==> src/rtl/ctrl_pkg.sv <==
// ctrl_pkg: shared definitions for the multi-cycle MIPS control unit.
//   - state_t    : control FSM states (one state per trap cause so every
//                  output stays a pure function of state + instruction)
//   - alu_op_t   : ALU_operation encodings understood by the datapath ALU
//   - opcode / funct / COP0 rs field constants
//   - CP0 cause codes, PCSource / MemtoReg / mux select encodings
//   - funct_alu(): R-type funct -> ALU operation
package ctrl_pkg;

    typedef enum logic [4:0] {
        S_INIT,
        S_IF,
        S_ID,
        S_EX_R,
        S_WB_R,
        S_EX_I,
        S_WB_I,
        S_LUI,
        S_MEM_ADDR,
        S_MEM_RD,
        S_MEM_WB,
        S_MEM_WR,
        S_BR,
        S_JMP,
        S_JAL,
        S_JR,
        S_JALR,
        S_MFC0,
        S_MTC0,
        S_ERET,
        S_TRAP_INT,
        S_TRAP_SYS,
        S_TRAP_RI,
        S_TRAP_OV
    } state_t;

    typedef enum logic [3:0] {
        ALU_AND = 4'b0000,
        ALU_OR  = 4'b0001,
        ALU_ADD = 4'b0010,
        ALU_XOR = 4'b0011,
        ALU_NOR = 4'b0100,
        ALU_SRL = 4'b0101,
        ALU_SUB = 4'b0110,
        ALU_SLT = 4'b0111,
        ALU_SLL = 4'b1000
    } alu_op_t;

    // Primary opcodes
    localparam logic [5:0] OP_RTYPE = 6'h00;
    localparam logic [5:0] OP_J     = 6'h02;
    localparam logic [5:0] OP_JAL   = 6'h03;
    localparam logic [5:0] OP_BEQ   = 6'h04;
    localparam logic [5:0] OP_BNE   = 6'h05;
    localparam logic [5:0] OP_ADDI  = 6'h08;
    localparam logic [5:0] OP_SLTI  = 6'h0A;
    localparam logic [5:0] OP_ANDI  = 6'h0C;
    localparam logic [5:0] OP_ORI   = 6'h0D;
    localparam logic [5:0] OP_XORI  = 6'h0E;
    localparam logic [5:0] OP_LUI   = 6'h0F;
    localparam logic [5:0] OP_COP0  = 6'h10;
    localparam logic [5:0] OP_LW    = 6'h23;
    localparam logic [5:0] OP_SW    = 6'h2B;

    // R-type funct codes
    localparam logic [5:0] FN_SLL     = 6'h00;
    localparam logic [5:0] FN_SRL     = 6'h02;
    localparam logic [5:0] FN_JR      = 6'h08;
    localparam logic [5:0] FN_JALR    = 6'h09;
    localparam logic [5:0] FN_SYSCALL = 6'h0C;
    localparam logic [5:0] FN_ADD     = 6'h20;
    localparam logic [5:0] FN_SUB     = 6'h22;
    localparam logic [5:0] FN_AND     = 6'h24;
    localparam logic [5:0] FN_OR      = 6'h25;
    localparam logic [5:0] FN_XOR     = 6'h26;
    localparam logic [5:0] FN_NOR     = 6'h27;
    localparam logic [5:0] FN_SLT     = 6'h2A;

    // COP0 rs field and eret funct
    localparam logic [4:0] RS_MF   = 5'h00;
    localparam logic [4:0] RS_MT   = 5'h04;
    localparam logic [4:0] RS_CO   = 5'h10;
    localparam logic [5:0] FN_ERET = 6'h18;

    // CP0 cause codes
    localparam logic [4:0] CAUSE_INT = 5'd0;
    localparam logic [4:0] CAUSE_SYS = 5'd8;
    localparam logic [4:0] CAUSE_RI  = 5'd10;
    localparam logic [4:0] CAUSE_OV  = 5'd12;

    // PCSource encodings (the trap vector select is a top-level parameter)
    localparam logic [2:0] PCS_ALU    = 3'b000;
    localparam logic [2:0] PCS_BRANCH = 3'b001;
    localparam logic [2:0] PCS_JUMP   = 3'b010;
    localparam logic [2:0] PCS_REG    = 3'b011;
    localparam logic [2:0] PCS_EPC    = 3'b101;

    // MemtoReg encodings
    localparam logic [2:0] MTR_ALU = 3'b000;
    localparam logic [2:0] MTR_MEM = 3'b001;
    localparam logic [2:0] MTR_LUI = 3'b010;
    localparam logic [2:0] MTR_PC  = 3'b011;
    localparam logic [2:0] MTR_CP0 = 3'b100;

    // RegDst / ALUSrcA / ALUSrcB encodings
    localparam logic [1:0] RD_RT  = 2'b00;
    localparam logic [1:0] RD_RD  = 2'b01;
    localparam logic [1:0] RD_RA  = 2'b10;
    localparam logic [1:0] SA_PC  = 2'b00;
    localparam logic [1:0] SA_RS  = 2'b01;
    localparam logic [1:0] SA_PCQ = 2'b11;
    localparam logic [1:0] SB_RT  = 2'b00;
    localparam logic [1:0] SB_4   = 2'b01;
    localparam logic [1:0] SB_IMM = 2'b10;
    localparam logic [1:0] SB_BR  = 2'b11;

    function automatic alu_op_t funct_alu(input logic [5:0] funct);
        alu_op_t op;
        case (funct)
            FN_ADD:  op = ALU_ADD;
            FN_SUB:  op = ALU_SUB;
            FN_AND:  op = ALU_AND;
            FN_OR:   op = ALU_OR;
            FN_XOR:  op = ALU_XOR;
            FN_NOR:  op = ALU_NOR;
            FN_SLT:  op = ALU_SLT;
            FN_SLL:  op = ALU_SLL;
            FN_SRL:  op = ALU_SRL;
            default: op = ALU_ADD;
        endcase
        return op;
    endfunction

endpackage

==> src/rtl/multi_cycle_ctrl_irq_sync.sv <==
// irq_sync: synchronises the asynchronous level int_req, detects its rising
// edge and holds a pending flag until the controller takes the interrupt.
//   clk, reset : system clock, synchronous active-high reset
//   int_req    : asynchronous external interrupt request (level)
//   clr        : clear pending (controller is in the interrupt trap state)
//   pending    : an interrupt edge has been seen and not yet serviced
// STAGES (1..3) sets the synchroniser depth.
module irq_sync #(
    parameter int unsigned STAGES = 2
) (
    input  logic clk,
    input  logic reset,
    input  logic int_req,
    input  logic clr,
    output logic pending
);

    logic [STAGES-1:0] sync;
    logic              sync_q;
    logic              rise;

    assign rise = sync[STAGES-1] & ~sync_q;

    always_ff @(posedge clk) begin
        if (reset) begin
            sync    <= '0;
            sync_q  <= 1'b0;
            pending <= 1'b0;
        end else begin
            sync[0] <= int_req;
            for (int unsigned i = 1; i < STAGES; i++) begin
                sync[i] <= sync[i-1];
            end
            sync_q <= sync[STAGES-1];
            // A fresh edge wins over a simultaneous clear so it is not lost.
            if (rise) begin
                pending <= 1'b1;
            end else if (clr) begin
                pending <= 1'b0;
            end
        end
    end

endmodule

==> src/rtl/multi_cycle_ctrl.sv <==
// multi_cycle_ctrl: multi-cycle MIPS control FSM for the data_path.
// Sequences fetch/decode/execute/memory/writeback plus trap and eret, owns
// the interrupt-enable flag (ie) and interrupt acceptance.
// Ports:
//   clk, reset                  : clock, synchronous active-high reset
//   Inst_in[31:0]               : latched instruction (datapath Inst_R)
//   zero, overflow              : ALU flags of the current cycle
//   MIO_ready                   : bus transfer complete
//   int_req                     : asynchronous interrupt request (level)
//   MemRead, MemWrite           : bus strobes
//   IorD, IRWrite, RegWrite, data2Mem, RegDst, ALUSrcA, ALUSrcB,
//   MemtoReg, PCSource, PCWrite, PCWriteCond, Beq, Signext,
//   ALU_operation               : datapath controls
//   WriteEPC, WriteCause, WriteCp0, WriteIen, InTcause, Int_en : CP0 controls
// Build option: CTRL_IRQ_EN enables the int_req path (synchroniser, pending
// latch, interrupt check on IF entry). Without it int_req is ignored.
import ctrl_pkg::*;

module multi_cycle_ctrl #(
    parameter int unsigned IRQ_SYNC_STAGES = 2,
    parameter logic [2:0]  TRAP_VECTOR_SEL = 3'b100
) (
    input  logic        clk,
    input  logic        reset,
    input  logic [31:0] Inst_in,
    input  logic        zero,
    input  logic        overflow,
    input  logic        MIO_ready,
    input  logic        int_req,
    output logic        MemRead,
    output logic        MemWrite,
    output logic        IorD,
    output logic        IRWrite,
    output logic        RegWrite,
    output logic        data2Mem,
    output logic [1:0]  RegDst,
    output logic [1:0]  ALUSrcA,
    output logic [1:0]  ALUSrcB,
    output logic [2:0]  MemtoReg,
    output logic [2:0]  PCSource,
    output logic        PCWrite,
    output logic        PCWriteCond,
    output logic        Beq,
    output logic        Signext,
    output logic [3:0]  ALU_operation,
    output logic        WriteEPC,
    output logic        WriteCause,
    output logic        WriteCp0,
    output logic        WriteIen,
    output logic [4:0]  InTcause,
    output logic        Int_en
);

    state_t      state, state_next;
    logic        ie;
    logic        irq_pending;
    logic        is_trap;
    logic [5:0]  opcode;
    logic [5:0]  funct;
    logic [4:0]  rs;
    logic        unused_bits;

    assign opcode = Inst_in[31:26];
    assign rs     = Inst_in[25:21];
    assign funct  = Inst_in[5:0];

    // Branch resolution (zero) is done by the datapath via PCWriteCond/Beq.
    assign unused_bits = ^{Inst_in[20:6], zero};

`ifdef CTRL_IRQ_EN
    irq_sync #(
        .STAGES (IRQ_SYNC_STAGES)
    ) u_irq_sync (
        .clk     (clk),
        .reset   (reset),
        .int_req (int_req),
        .clr     (state == S_TRAP_INT),
        .pending (irq_pending)
    );
`else
    localparam int unsigned unused_stages = IRQ_SYNC_STAGES;
    logic unused_irq;
    assign unused_irq  = int_req;
    assign irq_pending = 1'b0;
`endif

    assign is_trap = (state == S_TRAP_INT) || (state == S_TRAP_SYS) ||
                     (state == S_TRAP_RI)  || (state == S_TRAP_OV);

    always_ff @(posedge clk) begin
        if (reset) begin
            state <= S_INIT;
            ie    <= 1'b0;
        end else begin
            state <= state_next;
            if (state == S_ERET) begin
                ie <= 1'b1;
            end else if (is_trap) begin
                ie <= 1'b0;
            end
        end
    end

    always_comb begin
        state_t fetch_next;

        // Entering IF from a completed instruction is where an enabled,
        // pending interrupt is taken instead of fetching.
        fetch_next = (ie && irq_pending) ? S_TRAP_INT : S_IF;

        state_next    = state;
        MemRead       = 1'b0;
        MemWrite      = 1'b0;
        IorD          = 1'b0;
        IRWrite       = 1'b0;
        RegWrite      = 1'b0;
        data2Mem      = 1'b0;
        RegDst        = '0;
        ALUSrcA       = '0;
        ALUSrcB       = '0;
        MemtoReg      = '0;
        PCSource      = '0;
        PCWrite       = 1'b0;
        PCWriteCond   = 1'b0;
        Beq           = 1'b0;
        Signext       = 1'b0;
        ALU_operation = '0;
        WriteEPC      = 1'b0;
        WriteCause    = 1'b0;
        WriteCp0      = 1'b0;
        WriteIen      = 1'b0;
        InTcause      = '0;
        Int_en        = 1'b0;

        case (state)
            S_INIT: state_next = S_IF;

            S_IF: begin
                IorD          = 1'b1;
                MemRead       = 1'b1;
                IRWrite       = 1'b1;
                ALUSrcA       = SA_PC;
                ALUSrcB       = SB_4;
                ALU_operation = ALU_ADD;
                PCSource      = PCS_ALU;
                PCWrite       = 1'b1;
                if (MIO_ready) state_next = S_ID;
            end

            S_ID: begin
                ALUSrcA       = SA_PC;
                ALUSrcB       = SB_BR;
                ALU_operation = ALU_ADD;
                Signext       = 1'b1;
                case (opcode)
                    OP_RTYPE: begin
                        case (funct)
                            FN_ADD, FN_SUB, FN_AND, FN_OR, FN_XOR, FN_NOR,
                            FN_SLT, FN_SLL, FN_SRL: state_next = S_EX_R;
                            FN_JR:      state_next = S_JR;
                            FN_JALR:    state_next = S_JALR;
                            FN_SYSCALL: state_next = S_TRAP_SYS;
                            default:    state_next = S_TRAP_RI;
                        endcase
                    end
                    OP_ADDI, OP_SLTI, OP_ANDI, OP_ORI, OP_XORI: state_next = S_EX_I;
                    OP_LUI:          state_next = S_LUI;
                    OP_LW, OP_SW:    state_next = S_MEM_ADDR;
                    OP_BEQ, OP_BNE:  state_next = S_BR;
                    OP_J:            state_next = S_JMP;
                    OP_JAL:          state_next = S_JAL;
                    OP_COP0: begin
                        if (rs == RS_MF)                           state_next = S_MFC0;
                        else if (rs == RS_MT)                      state_next = S_MTC0;
                        else if (rs == RS_CO && funct == FN_ERET)  state_next = S_ERET;
                        else                                       state_next = S_TRAP_RI;
                    end
                    default: state_next = S_TRAP_RI;
                endcase
            end

            // ALU inputs and operation stay applied through writeback so the
            // ALU result is stable for the whole instruction.
            S_EX_R, S_WB_R: begin
                ALUSrcA       = SA_RS;
                ALUSrcB       = SB_RT;
                ALU_operation = funct_alu(funct);
                if (state == S_EX_R) begin
                    if (overflow && (funct == FN_ADD || funct == FN_SUB))
                        state_next = S_TRAP_OV;
                    else
                        state_next = S_WB_R;
                end else begin
                    RegDst     = RD_RD;
                    MemtoReg   = MTR_ALU;
                    RegWrite   = 1'b1;
                    state_next = fetch_next;
                end
            end

            S_EX_I, S_WB_I: begin
                ALUSrcA = SA_RS;
                ALUSrcB = SB_IMM;
                Signext = (opcode == OP_ADDI) || (opcode == OP_SLTI);
                case (opcode)
                    OP_ANDI: ALU_operation = ALU_AND;
                    OP_ORI:  ALU_operation = ALU_OR;
                    OP_XORI: ALU_operation = ALU_XOR;
                    OP_SLTI: ALU_operation = ALU_SLT;
                    default: ALU_operation = ALU_ADD;
                endcase
                if (state == S_EX_I) begin
                    if (overflow && opcode == OP_ADDI) state_next = S_TRAP_OV;
                    else                               state_next = S_WB_I;
                end else begin
                    RegDst     = RD_RT;
                    MemtoReg   = MTR_ALU;
                    RegWrite   = 1'b1;
                    state_next = fetch_next;
                end
            end

            S_LUI: begin
                MemtoReg   = MTR_LUI;
                RegDst     = RD_RT;
                RegWrite   = 1'b1;
                state_next = fetch_next;
            end

            S_MEM_ADDR: begin
                ALUSrcA       = SA_RS;
                ALUSrcB       = SB_IMM;
                ALU_operation = ALU_ADD;
                Signext       = 1'b1;
                state_next    = (opcode == OP_LW) ? S_MEM_RD : S_MEM_WR;
            end

            S_MEM_RD: begin
                MemRead = 1'b1;
                if (MIO_ready) state_next = S_MEM_WB;
            end

            S_MEM_WB: begin
                MemtoReg   = MTR_MEM;
                RegDst     = RD_RT;
                RegWrite   = 1'b1;
                state_next = fetch_next;
            end

            S_MEM_WR: begin
                MemWrite = 1'b1;
                if (MIO_ready) state_next = fetch_next;
            end

            S_BR: begin
                ALUSrcA       = SA_RS;
                ALUSrcB       = SB_RT;
                ALU_operation = ALU_SUB;
                PCWriteCond   = 1'b1;
                PCSource      = PCS_BRANCH;
                Beq           = (opcode == OP_BEQ);
                state_next    = fetch_next;
            end

            S_JMP: begin
                PCSource   = PCS_JUMP;
                PCWrite    = 1'b1;
                state_next = fetch_next;
            end

            S_JAL: begin
                RegDst     = RD_RA;
                MemtoReg   = MTR_PC;
                RegWrite   = 1'b1;
                PCSource   = PCS_JUMP;
                PCWrite    = 1'b1;
                state_next = fetch_next;
            end

            S_JR, S_JALR: begin
                ALUSrcA       = SA_RS;
                ALUSrcB       = SB_RT;
                ALU_operation = ALU_OR;
                PCSource      = PCS_REG;
                PCWrite       = 1'b1;
                if (state == S_JALR) begin
                    RegDst   = RD_RD;
                    MemtoReg = MTR_PC;
                    RegWrite = 1'b1;
                end
                state_next = fetch_next;
            end

            S_MFC0: begin
                MemtoReg   = MTR_CP0;
                RegDst     = RD_RT;
                RegWrite   = 1'b1;
                state_next = fetch_next;
            end

            S_MTC0: begin
                WriteCp0   = 1'b1;
                state_next = fetch_next;
            end

            // ie is still 0 here, so the instruction at EPC is always fetched.
            S_ERET: begin
                PCSource   = PCS_EPC;
                PCWrite    = 1'b1;
                WriteIen   = 1'b1;
                Int_en     = 1'b1;
                state_next = fetch_next;
            end

            S_TRAP_INT, S_TRAP_SYS, S_TRAP_RI, S_TRAP_OV: begin
                WriteEPC   = 1'b1;
                WriteCause = 1'b1;
                PCSource   = TRAP_VECTOR_SEL;
                PCWrite    = 1'b1;
                WriteIen   = 1'b1;
                Int_en     = 1'b0;
                if (state == S_TRAP_INT) begin
                    InTcause      = CAUSE_INT;
                    ALUSrcA       = SA_PCQ;
                    ALUSrcB       = SB_4;
                    ALU_operation = ALU_ADD;
                end else begin
                    case (state)
                        S_TRAP_SYS: InTcause = CAUSE_SYS;
                        S_TRAP_RI:  InTcause = CAUSE_RI;
                        default:    InTcause = CAUSE_OV;
                    endcase
                    ALUSrcA       = SA_PC;
                    ALUSrcB       = SB_4;
                    ALU_operation = ALU_SUB;
                end
                state_next = S_IF;
            end

            default: state_next = S_INIT;
        endcase
    end

endmodule

==> config.mk <==
export PLATFORM = sky130hd
export DESIGN_NAME = multi_cycle_ctrl
export DESIGN_NICKNAME = d
export VERILOG_FILES = /design/src/rtl/ctrl_pkg.sv /design/src/rtl/multi_cycle_ctrl_irq_sync.sv /design/src/rtl/multi_cycle_ctrl.sv
export SDC_FILE = /design/constraint.sdc
export NUM_CORES = 1
export LEC_CHECK = 0
export ABC_AREA = 1
export CAP_MARGIN = 20
export CORE_AREA = 2 2 61 63
export CTS_BUF_LIST = sky130_fd_sc_hd__clkbuf_4 sky130_fd_sc_hd__clkbuf_8
export CTS_CLUSTER_DIAMETER = 40
export DETAILED_ROUTE_END_ITERATION = 10
export DIE_AREA = 0 0 63 65
export PLACE_DENSITY = 0.88
export SETUP_SLACK_MARGIN = 0.02
export SLEW_MARGIN = 30
export SYNTH_ARGS = -nofsm -noshare
export SYNTH_HDL_FRONTEND = slang
export SYNTH_HIERARCHICAL = 1
export SYNTH_SLANG_ARGS = --single-unit
==> constraint.sdc <==
create_clock -name clk -period 1.9 [get_ports clk]
set_clock_uncertainty 0.15 [all_clocks]
set_input_delay 0.19 -clock clk [delete_from_list [all_inputs] [get_ports clk]]
set_output_delay 0.19 -clock clk [all_outputs]
set_load 0.03 [all_outputs]
# Yosys cells after proc, flatten, opt, wreduce, memory -nomap -nowiden
# Cells that the tools add are included.
[word_totals]
input_bits = 38
memories = 0
out_inout_bits = 36
ramBits = 0
latch_bits = 0
word_cells = 128
reg_bits = 5
romBits = 0
[op_classes]
n_mul = 0
n_bitwise = 0
add_sub_neg = 0
shifts = 0
mux = 45
eq_ne = 53
n_lt_le_gt_ge = 0
n_reduce_logical = 29
div = 0
[ops]
columns = ["operator", "count"]
rows = [
  ["one-hot mux 5 bit (8 select lines)", 2],
  ["equality test 6 x 4 -> 1 bit (second input constant)", 9],
  ["equality test 6 bit (second input constant)", 9],
  ["equality test 5 bit (second input constant)", 9],
  ["equality test 5 x 4 -> 1 bit (second input constant)", 8],
  ["2-to-1 mux 5 bit", 7],
  ["one-hot mux 4 bit (8 select lines)", 1],
  ["one-hot mux 3 bit (5 select lines)", 2],
  ["equality test 5 x 3 -> 1 bit (second input constant)", 5],
  ["one-hot mux 4 bit (6 select lines)", 1],
  ["one-hot mux 5 bit (4 select lines)", 1],
  ["equality test 6 x 2 -> 1 bit (second input constant)", 3],
  ["OR reduction 2 bit", 8],
  ["2-to-1 mux 1 bit", 15],
  ["OR reduction 15 bit", 1],
  ["OR reduction 5 bit", 3],
  ["equality test 6 x 3 -> 1 bit (second input constant)", 2],
  ["equality test 6 x 5 -> 1 bit (second input constant)", 2],
  ["logical NOT 6 bit", 2],
  ["2-to-1 mux 3 bit", 4],
  ["one-hot mux 2 bit (3 select lines)", 2],
  ["one-hot mux 3 bit (4 select lines)", 1],
  ["equality test 5 x 2 -> 1 bit (second input constant)", 2],
  ["logical NOT 5 bit", 2],
  ["16 further kinds", 26],
]

# Depth between registers and ports, before layout
# Gate-level depths: netlist of run 1.
[depth]
depth_word = 7
ltp_mapped = 13
ltp_nobuf = 13

# Worst setup path before layout of run 1
# OpenSTA, ideal clock, no wires.
[synth_path]
path_kind = "register -> output"
start = "register state[2]"
end = "output port ALU_operation[2]"
n_path_buf = 0
t_arrival_ns = 2.290
required_ns = 1.560
setup_slack_ns = -0.730
stages_incl_launch_ff = 7
cell_sequence = "dfxtp_1 inv_2 nor3_1 inv_1 nor2_1 nor2_1 o221ai_1"
[synth_between]
elab_chain_cells = 3
word_cells_on_any_way = 21
classes_between = "eq/ne (14); mux (2); reduce/logical (5)"
[synth_lines]
columns = ["item", "line_no", "text"]
rows = [
  ["start, declared", "multi_cycle_ctrl.sv:54", "state_t state, state_next;"],
  ["start signal, assigned", "multi_cycle_ctrl.sv:95", "state <= state_next;"],
  ["equality test 5 bit, or another cell as far along", "multi_cycle_ctrl.sv:135, multi_cycle_ctrl.sv:322", ""],
  ["OR reduction 4 bit, or another cell as far along", "multi_cycle_ctrl.sv:135", "case (state)"],
  ["one-hot mux 4 bit (6 select lines) (*)", "multi_cycle_ctrl.sv:135", ""],
  ["end, declared", "multi_cycle_ctrl.sv:45", "output logic [3:0] ALU_operation,"],
]
# Every way passes the cells marked *; elsewhere a longest branch is shown, timed or not.

# Worst setup path after layout of run 1
[layout_path]
start = "register state[1]"
end = "output port ALUSrcA[0]"
[layout_between]
elab_chain_cells = 3
word_cells_on_any_way = 16
classes_between = "eq/ne (12); mux (2); reduce/logical (2)"
[layout_lines]
columns = ["item", "line_no", "text"]
rows = [
  ["equality test 5 x 2 -> 1 bit, or another cell as far along", "multi_cycle_ctrl.sv:135", ""],
  ["OR reduction 8 bit (no source line), or another cell as far along", "n/a", ""],
  ["one-hot mux 2 bit (2 select lines) (*)", "multi_cycle_ctrl.sv:135", ""],
  ["end, declared", "multi_cycle_ctrl.sv:37", "output logic [1:0] ALUSrcA,"],
]
# Marks and branches as above.

==> run summary, run 1 <==
The warning count from the yosys run came out at 6. The number of filler instances in the final layout is 249. The aggregate routed wire length came out at 6.35 mm. The worst setup path is of the reg2out kind.

The final cell utilization of the core is 74.6%. The cell area after synthesis is 0.00131 mm². Dividing the synthesized area by the synthesized cell count gives 4.85 µm². The flow ran to the end, but the final reports show violations.

The length of the first detailed-routing pass in iterations is 8. The number of buffers inserted during clock tree synthesis came out at 3. The share of power burned in the clock network is 5.2%. The total setup violations reported at the end of the flow is 12. The count of endpoints failing hold in the final timing report came out at 0.

The average vias per placed instance came out at 5.35. The minimum clock period came out at 2.05 ns. The width of the chip came out at 63 µm. The longest clock path from root to sink contains 2 buffers. The number of distinct library cells after synthesis came out at 30. The floorplan die height is 65 µm. The cell-internal power came out at 1180 µW. Global routing consumed, over all layers together, 24.7% of the routing resources. The fraction of synthesis flops using an asynchronous set or reset pin came out at 0%. The number of vias in the routed layout came out at 2,284. The number of nets in the layout came out at 418. The CTS tree is yes. In the global route stage, met2 resource usage came out at 47.6%.

The met3 usage is 1.74%. The count of flip-flops with a built-in enable after synthesis is 0. Setup repair after global routing could not meet its margin everywhere.

The die outline area came out at 0.00410 mm². The antenna violation net count after detailed routing is 0. The count of boundary I/O pins came out at 74.

The final reports fail on setup timing. The power per unit of standard cell area is 1000 mW/mm². The worst-case setup slack after placement is -0.153 ns. The violation count after the first detailed-routing iteration is 271. The worst setup path is launched from a flip-flop. In the final layout, the registers with the most flip-flops are state: 5 flops. The critical path data arrival time is 1.71 ns.

The share of post-route cells with drive strength above 1 is 43.3%. The count of buffers from port buffering is 53. After clock tree synthesis, the flow added hold-fix buffers numbering 0. The number of instances in the synthesized netlist is 270. The relative contribution of combinational cells to total power is 85.3%. At the later pin of the worst-skew pair, clock insertion delay measures 0.24 ns.

After global routing the overflow that remains totals 0. The top cell types in the final layout, fill and taps aside, are 70 x sky130_fd_sc_hd__buf_4, 55 x sky130_fd_sc_hd__nand2_1, 36 x sky130_fd_sc_hd__inv_1. The count of placed standard cells including taps came out at 404.

The first global-routing pass estimated 8.29 mm of wire. The antenna cell count came out at 0. The class of the most critical hold timing path is in2reg. The final period utilization is 108%.

The register with the most flip-flops in the layout has 5 of them. The final weighted congestion in routability-driven placement is 0.935. The final worst-path setup slack is -0.149 ns. The number of pins with negative max-slew slack in the final report is 0. Dividing the detail-routed wire length by the instance count gives 14.9 µm.

For the worst setup path, the data required time is 1.56 ns. The part of the total power dissipated in sequential elements came out at 9.5%. Compared with the post-synthesis result, the final layout area differs by 99.2%. For this run, the leading register cell type out of synthesis is sky130_fd_sc_hd__dfxtp_1.

The buffer cell driving the clock tree root is sky130_fd_sc_hd__clkbuf_4. The analysis attributes to cell leakage a power of 0.00143 µW. Clock-pin slew was measured on the worst setup and hold paths at 0.04 ns. The maximum number of pins on one net before global-route repair came out at 9. For this run, global-route usage on met1 was measured as 28.5%. The residual DRC count came out at 0. The tool flagged a number of max-cap violations equal to 0. The most common cell after layout, fill and taps aside is sky130_fd_sc_hd__buf_4.

Once the floorplan was initialized, standard cells occupied 37.4% of the core. The number of global-route vias before repair is 2,018. Counting flops per register, the top entry is state.

The number of core rows came out at 22. The count of state elements after synthesis is 5. The net load switching power is 1440 µW. The depth of the CTS H-tree is 1.

The global routing stage identified its most utilized layer as met2. The maximum resistive drop on vdd came out at 0.373 mV. The clock net in this run drives a total of 5 sinks. The switching part of the total power is 55.0%. The critical-path maximum fanout came out at 6. STA classifies the critical path endpoint as an output port. The number of antenna violations at the first check in global routing came to 0. The maximum clock frequency came out at 488 MHz. The standard cell core area is 0.00350 mm².

The part of the Yosys area used for sequential elements is 7.65%. Summed over all nets, the half-perimeter wirelength after detailed placement is 3.74 mm. Leaving out filler cells and counting taps, the final layout contains 427.
metal layers:
metal | vias to the layer above | share of wire (%)
li1 | 1081 | -
met1 | 1002 | 36
met2 | 162 | 52
met3 | 39 | 7.5
met4 | 0 | 5.1
met5 | - | 0
synthesized netlist by cell type, drive strengths merged, types with 3 or more instances:
| master | number | share of area, % |
|---|---|---|
| a21oi | 5 | 2.2 |
| a31oi | 3 | 1.4 |
| buf | 7 | 4.1 |
| dfxtp | 5 | 7.6 |
| inv | 50 | 14 |
| nand2 | 68 | 20 |
| nand3 | 36 | 14 |
| nand3b | 5 | 2.9 |
| nand4 | 7 | 3.3 |
| nor2 | 56 | 17 |
| nor3 | 8 | 3.8 |
| o21ai | 11 | 4.5 |
worst paths after layout:
kind	slack (ns)	from	endpoint	cells after the start
setup reg to reg	-0.01	state[3]$_SDFFE_PP0P_	state[0]$_SDFFE_PP0P_	13
hold / removal	0.47	reset	state[1]$_SDFFE_PP0P_	2
setup / recovery	-0.15	state[1]$_SDFFE_PP0P_	ALUSrcA[0]	7
hold reg to reg	0.51	state[1]$_SDFFE_PP0P_	state[3]$_SDFFE_PP0P_	3
cell type report:
class / count / area (µm²) / share of cell area (%)
multi-input cells: 210 / 1240 / 47.7
flip-flops and latches: 5 / 119 / 4.56
clock buffers: 4 / 30.0 / 1.15
inverters: 50 / 200 / 7.68
well taps: 48 / 60.1 / 2.30
repair buffers: 110 / 953 / 36.6
critical path, cell delays in order (launching register included):
cell	delay, ns
sky130_fd_sc_hd__dfxtp_4	0.38
sky130_fd_sc_hd__nor2_4	0.22
sky130_fd_sc_hd__inv_1	0.13
sky130_fd_sc_hd__buf_4	0.16
sky130_fd_sc_hd__nor3_4	0.22
sky130_fd_sc_hd__nor3_1	0.08
sky130_fd_sc_hd__nand4_1	0.14
sky130_fd_sc_hd__buf_6	0.15
stage by stage:
stage          cell area, µm²  setup TNS [ns]  hold slack, ns  power (µW)
2_1_floorplan            1360          -0.151           0.102        1190
3_3_place_gp             2130          -0.528           0.516        1830
3_5_place_dp             2130          -0.754           0.515        1840
4_1_cts                  2360         -0.0371           0.463        2170
5_1_grt                  2610           -1.72           0.481        2730
6_report                 2610          -0.716           0.470        2620
what timing repair did:
| item | 4_1_cts | 5_1_grt |
|---|---|---|
| resized for setup | 60 | 51 |
| setup buffers | 12 | 8 |
| hold endpoints to repair | 0 | 0 |
| setup endpoints to repair | 20 | 25 |
| pin swaps | 12 | 10 |
power by group through the flow:
stage	registers, µW	clock network (µW)	logic (µW)
2_1_floorplan	170	0	1020
3_3_place_gp	179	0	1650
3_5_place_dp	179	0	1660
4_1_cts	218	136	1810
5_1_grt	252	148	2330
6_report	247	137	2230
cells by family (layout without fill, tap and decap cells):
| group | Yosys count | after routing | share of synthesized area, % |
|---|---|---|---|
| AOI/OAI and AO/OA | 22 | 22 | 10.0 |
| buffers and inverters | 57 | 164 | 18.5 |
| DFF | 5 | 5 | 7.65 |
| other | 1 | 3 | 0.287 |
| and+or+nand+nor | 185 | 185 | 63.6 |
(Power assumes the default switching activity.)
==> inputs of run 2 (changes only) <==
--- a/config.mk
+++ b/config.mk
@@ -6,7 +6,6 @@
 export NUM_CORES = 1
 export LEC_CHECK = 0
 export ABC_AREA = 1
-export CAP_MARGIN = 20
 export CORE_AREA = 2 2 61 63
 export CTS_BUF_LIST = sky130_fd_sc_hd__clkbuf_4 sky130_fd_sc_hd__clkbuf_8
 export CTS_CLUSTER_DIAMETER = 40
==> constraint.sdc (replaced) <==
create_clock -name clk -period 2.05 [get_ports clk]
set_clock_uncertainty 0.15 [all_clocks]
set_input_delay 0.205 -clock clk [delete_from_list [all_inputs] [get_ports clk]]
set_output_delay 0.205 -clock clk [all_outputs]
set_load 0.03 [all_outputs]
==> run summary, run 2 (synthesis gave the netlist of run 1 again) <==
The register with the most flip-flops in the layout has 5 of them. Summing internal, switching and leakage power gives 1990 µW. The library cells used most frequently in the layout, excluding fill and tap cells, are 58 x sky130_fd_sc_hd__nand2_1, 41 x sky130_fd_sc_hd__buf_4, 39 x sky130_fd_sc_hd__inv_1. CTS placed an instance of sky130_fd_sc_hd__clkbuf_4 at the clock tree root. Net switching is 56.0% of the power. The largest registers in the layout are state: 5 flops. Together, buffers and inverters on the worst path number 4. The count of endpoints failing hold in the final timing report came out at 0. The share of total power dissipated in the clock network is 6.6%. The average routed wire per standard cell is 12.0 µm. The tool flagged a number of max-cap violations equal to 0. Combinational logic burns 83.1% of the power. The number of pins with negative max-slew slack in the final report is 0. The violation count after the first detailed-routing iteration is 122.

The number of antenna violations at the first check in global routing came out at 0. The number of buffers inserted during clock tree synthesis came out at 3. The maximum resistive drop on vdd is 0.413 mV. At the later pin of the worst-skew pair, clock insertion delay measures 0.25 ns. For this design, the slowest cell found on the critical path is sky130_fd_sc_hd__dfxtp_4. The total setup violations reported at the end of the flow is 0.

The post-DP HPWL is 3.68 mm. The internal portion of the total power is 874 µW. The critical path data arrival time came out at 1.68 ns. In this run the tool buffered the top-level ports with 53 buffer cells. The overflow left after global routing is 0. In this run the remaining antenna-violating nets after routing total 0. The maximum number of buffers from clock root to sink came out at 2. In the routed design, unresolved DRC markers number 0.

Setup repair after global routing could not meet its margin everywhere. STA classifies the critical path endpoint as an output port. The total negative slack is 0 ns. The number of global-route vias before repair came to 1,783. Broken down by cell family, the worst path's largest delay share belongs to simple AND/OR/NAND/NOR gates. By startpoint and endpoint, the worst setup path is classified as reg2out. The min-delay analysis places its worst path in the category in2reg. The flow ran to the end, and the final reports show no timing, DRC or antenna violations. The maximum clock frequency is 491 MHz. Across every metal layer, demand over resource in global routing totals 21.3%.

The first-pass GRT wire length is 7.29 mm. The aggregate routed wire length came out at 4.80 mm. The count of boundary I/O pins is 74.

At the worst endpoint, the required time is 1.69 ns. The most common cell after layout, fill and taps aside is sky130_fd_sc_hd__nand2_1. The number of vias in the routed layout came out at 2,076. Clock-pin slew was measured on the worst setup and hold paths at 0.05 ns.

The final period utilization is 99.3%. The floorplan die height is 65 µm. The critical-path maximum fanout is 4. In the final layout, the share of cells above drive strength 1 is 32.0%. The power per unit of standard cell area is 868 mW/mm².

The antenna cell count is 0. For this run, the post-layout net count is 392. The depth of the CTS H-tree is 1. Walking the worst path, the cells encountered are buf_6, nor2_4, buf_6, nand2_4, nand2_2, inv_2, nand2_2, or3_4, buf_6.

Relative to the synthesized area, the layout overhead comes to 75.0%. For this run, the share of the core covered by cells in the final layout is 65.5%. The final weighted congestion in routability-driven placement is 0.909. The maximum cell stage delay along the critical path is 0.38 ns.

The standard cell core area came out at 0.00350 mm². More flip-flops sit in one register than any other, and that register is state. Counting stages on the worst path, the most repeated cell is sky130_fd_sc_hd__buf_6.

The minimum clock period is 2.04 ns. The analysis attributes to cell leakage a power of 0.00134 µW. The count of clock tree sinks is 5. TritonCTS built the clock tree. The die covers 0.00410 mm².

The number of core rows is 22. The length of the first detailed-routing pass in iterations came out at 5. The width of the chip is 63 µm. Of the total power, registers draw 10.3%. The nature of the critical path startpoint is a flip-flop. Using the TritonRoute via totals, the vias-per-cell ratio works out to 5.18. The maximum number of pins on one net before global-route repair is 9. The net load switching power came out at 1110 µW. The effective utilization at floorplan is 37.4%.
[run 2: cell types whose count changed in the layout (fill, tap and decap cells not counted), moves of 4 or more]
| cell | change |
|---|---|
| sky130_fd_sc_hd__nor2_2 | -4 |
| sky130_fd_sc_hd__dlymetal6s2s_1 | +6 |
| sky130_fd_sc_hd__buf_4 | -29 |
| sky130_fd_sc_hd__nand3_2 | -4 |
| sky130_fd_sc_hd__nor3_2 | +4 |
| sky130_fd_sc_hd__buf_6 | -4 |
| sky130_fd_sc_hd__nor2_1 | +7 |
| sky130_fd_sc_hd__nand3_1 | +5 |
[run 2: power by group through the flow]
stage	logic (µW)	registers (µW)	clock network [µW]
after floorplan	913	157	0
after global placement	1440	160	0
after detailed placement	1460	164	0
after CTS	1480	181	135
after global routing	1760	209	140
final	1650	206	131
[run 2: per-stage QoR]
stage | instance area [µm²] | hold slack (ns) | worst slack, ns | std cells
2_1_floorplan | 1340 | 0.117 | -0.0191 | 272
3_3_place_gp | 2020 | 0.529 | -0.0312 | 391
3_5_place_dp | 2020 | 0.552 | -0.0518 | 391
4_1_cts | 2080 | 0.464 | 0.00463 | 395
5_1_grt | 2290 | 0.438 | -0.0285 | 401
6_report | 2290 | 0.410 | 0.0148 | 401
[run 2: path summary, 6_finish.rpt]
kind,from,end,slack (ns),cells after the start
setup / recovery,state[4]$_SDFFE_PP0P_,PCWrite,0.01,9
hold / removal,Inst_in[3],state[2]$_SDFFE_PP0P_,0.41,7
setup reg to reg,state[1]$_SDFFE_PP0P_,state[1]$_SDFFE_PP0P_,0.30,10
hold reg to reg,state[1]$_SDFFE_PP0P_,state[3]$_SDFFE_PP0P_,0.50,3
[run 2: worst reg2reg max path, stage by stage, from the launching register on]
cell and delay [ns]:
sky130_fd_sc_hd__dfxtp_4 0.37, sky130_fd_sc_hd__nor2_4 0.12, sky130_fd_sc_hd__buf_4 0.15, sky130_fd_sc_hd__nand2_2 0.06, sky130_fd_sc_hd__buf_4 0.16, sky130_fd_sc_hd__nor2_1 0.15
sky130_fd_sc_hd__nand2_1 0.09, sky130_fd_sc_hd__and3_1 0.19, sky130_fd_sc_hd__nand2_1 0.07, sky130_fd_sc_hd__nand2_1 0.06, sky130_fd_sc_hd__a21oi_2 0.11
[run 2: layout make-up]
| class | instances | area [µm²] |
|---|---|---|
| clock buffer | 4 | 30.0 |
| fill | 324 | 1200 |
| inverter | 50 | 198 |
| multi-input combinational | 210 | 1130 |
| sequential | 5 | 114 |
| tap | 48 | 60.1 |
| timing repair buffer | 84 | 757 |
[run 2: timing repair]
| action | 4_1_cts | 5_1_grt |
|---|---|---|
| hold buffers | 0 | 0 |
| endpoints found under the setup margin | 22 | 14 |
| setup buffers | 0 | 6 |
| gates resized for setup | 30 | 58 |
| endpoints found under the hold margin | 0 | 0 |
| pin swaps | 1 | 10 |
[run 2: per-layer routing]
| layer | vias to the layer above | wire length, µm | track usage, % |
|---|---|---|---|
| met5 | - | 0 | 0 |
| met1 | 924 | 1970 | 26.0 |
| met4 | 0 | 97 | 4.72 |
| li1 | 1026 | - | - |
| met3 | 12 | 319 | 1.56 |
| met2 | 114 | 2420 | 40.6 |
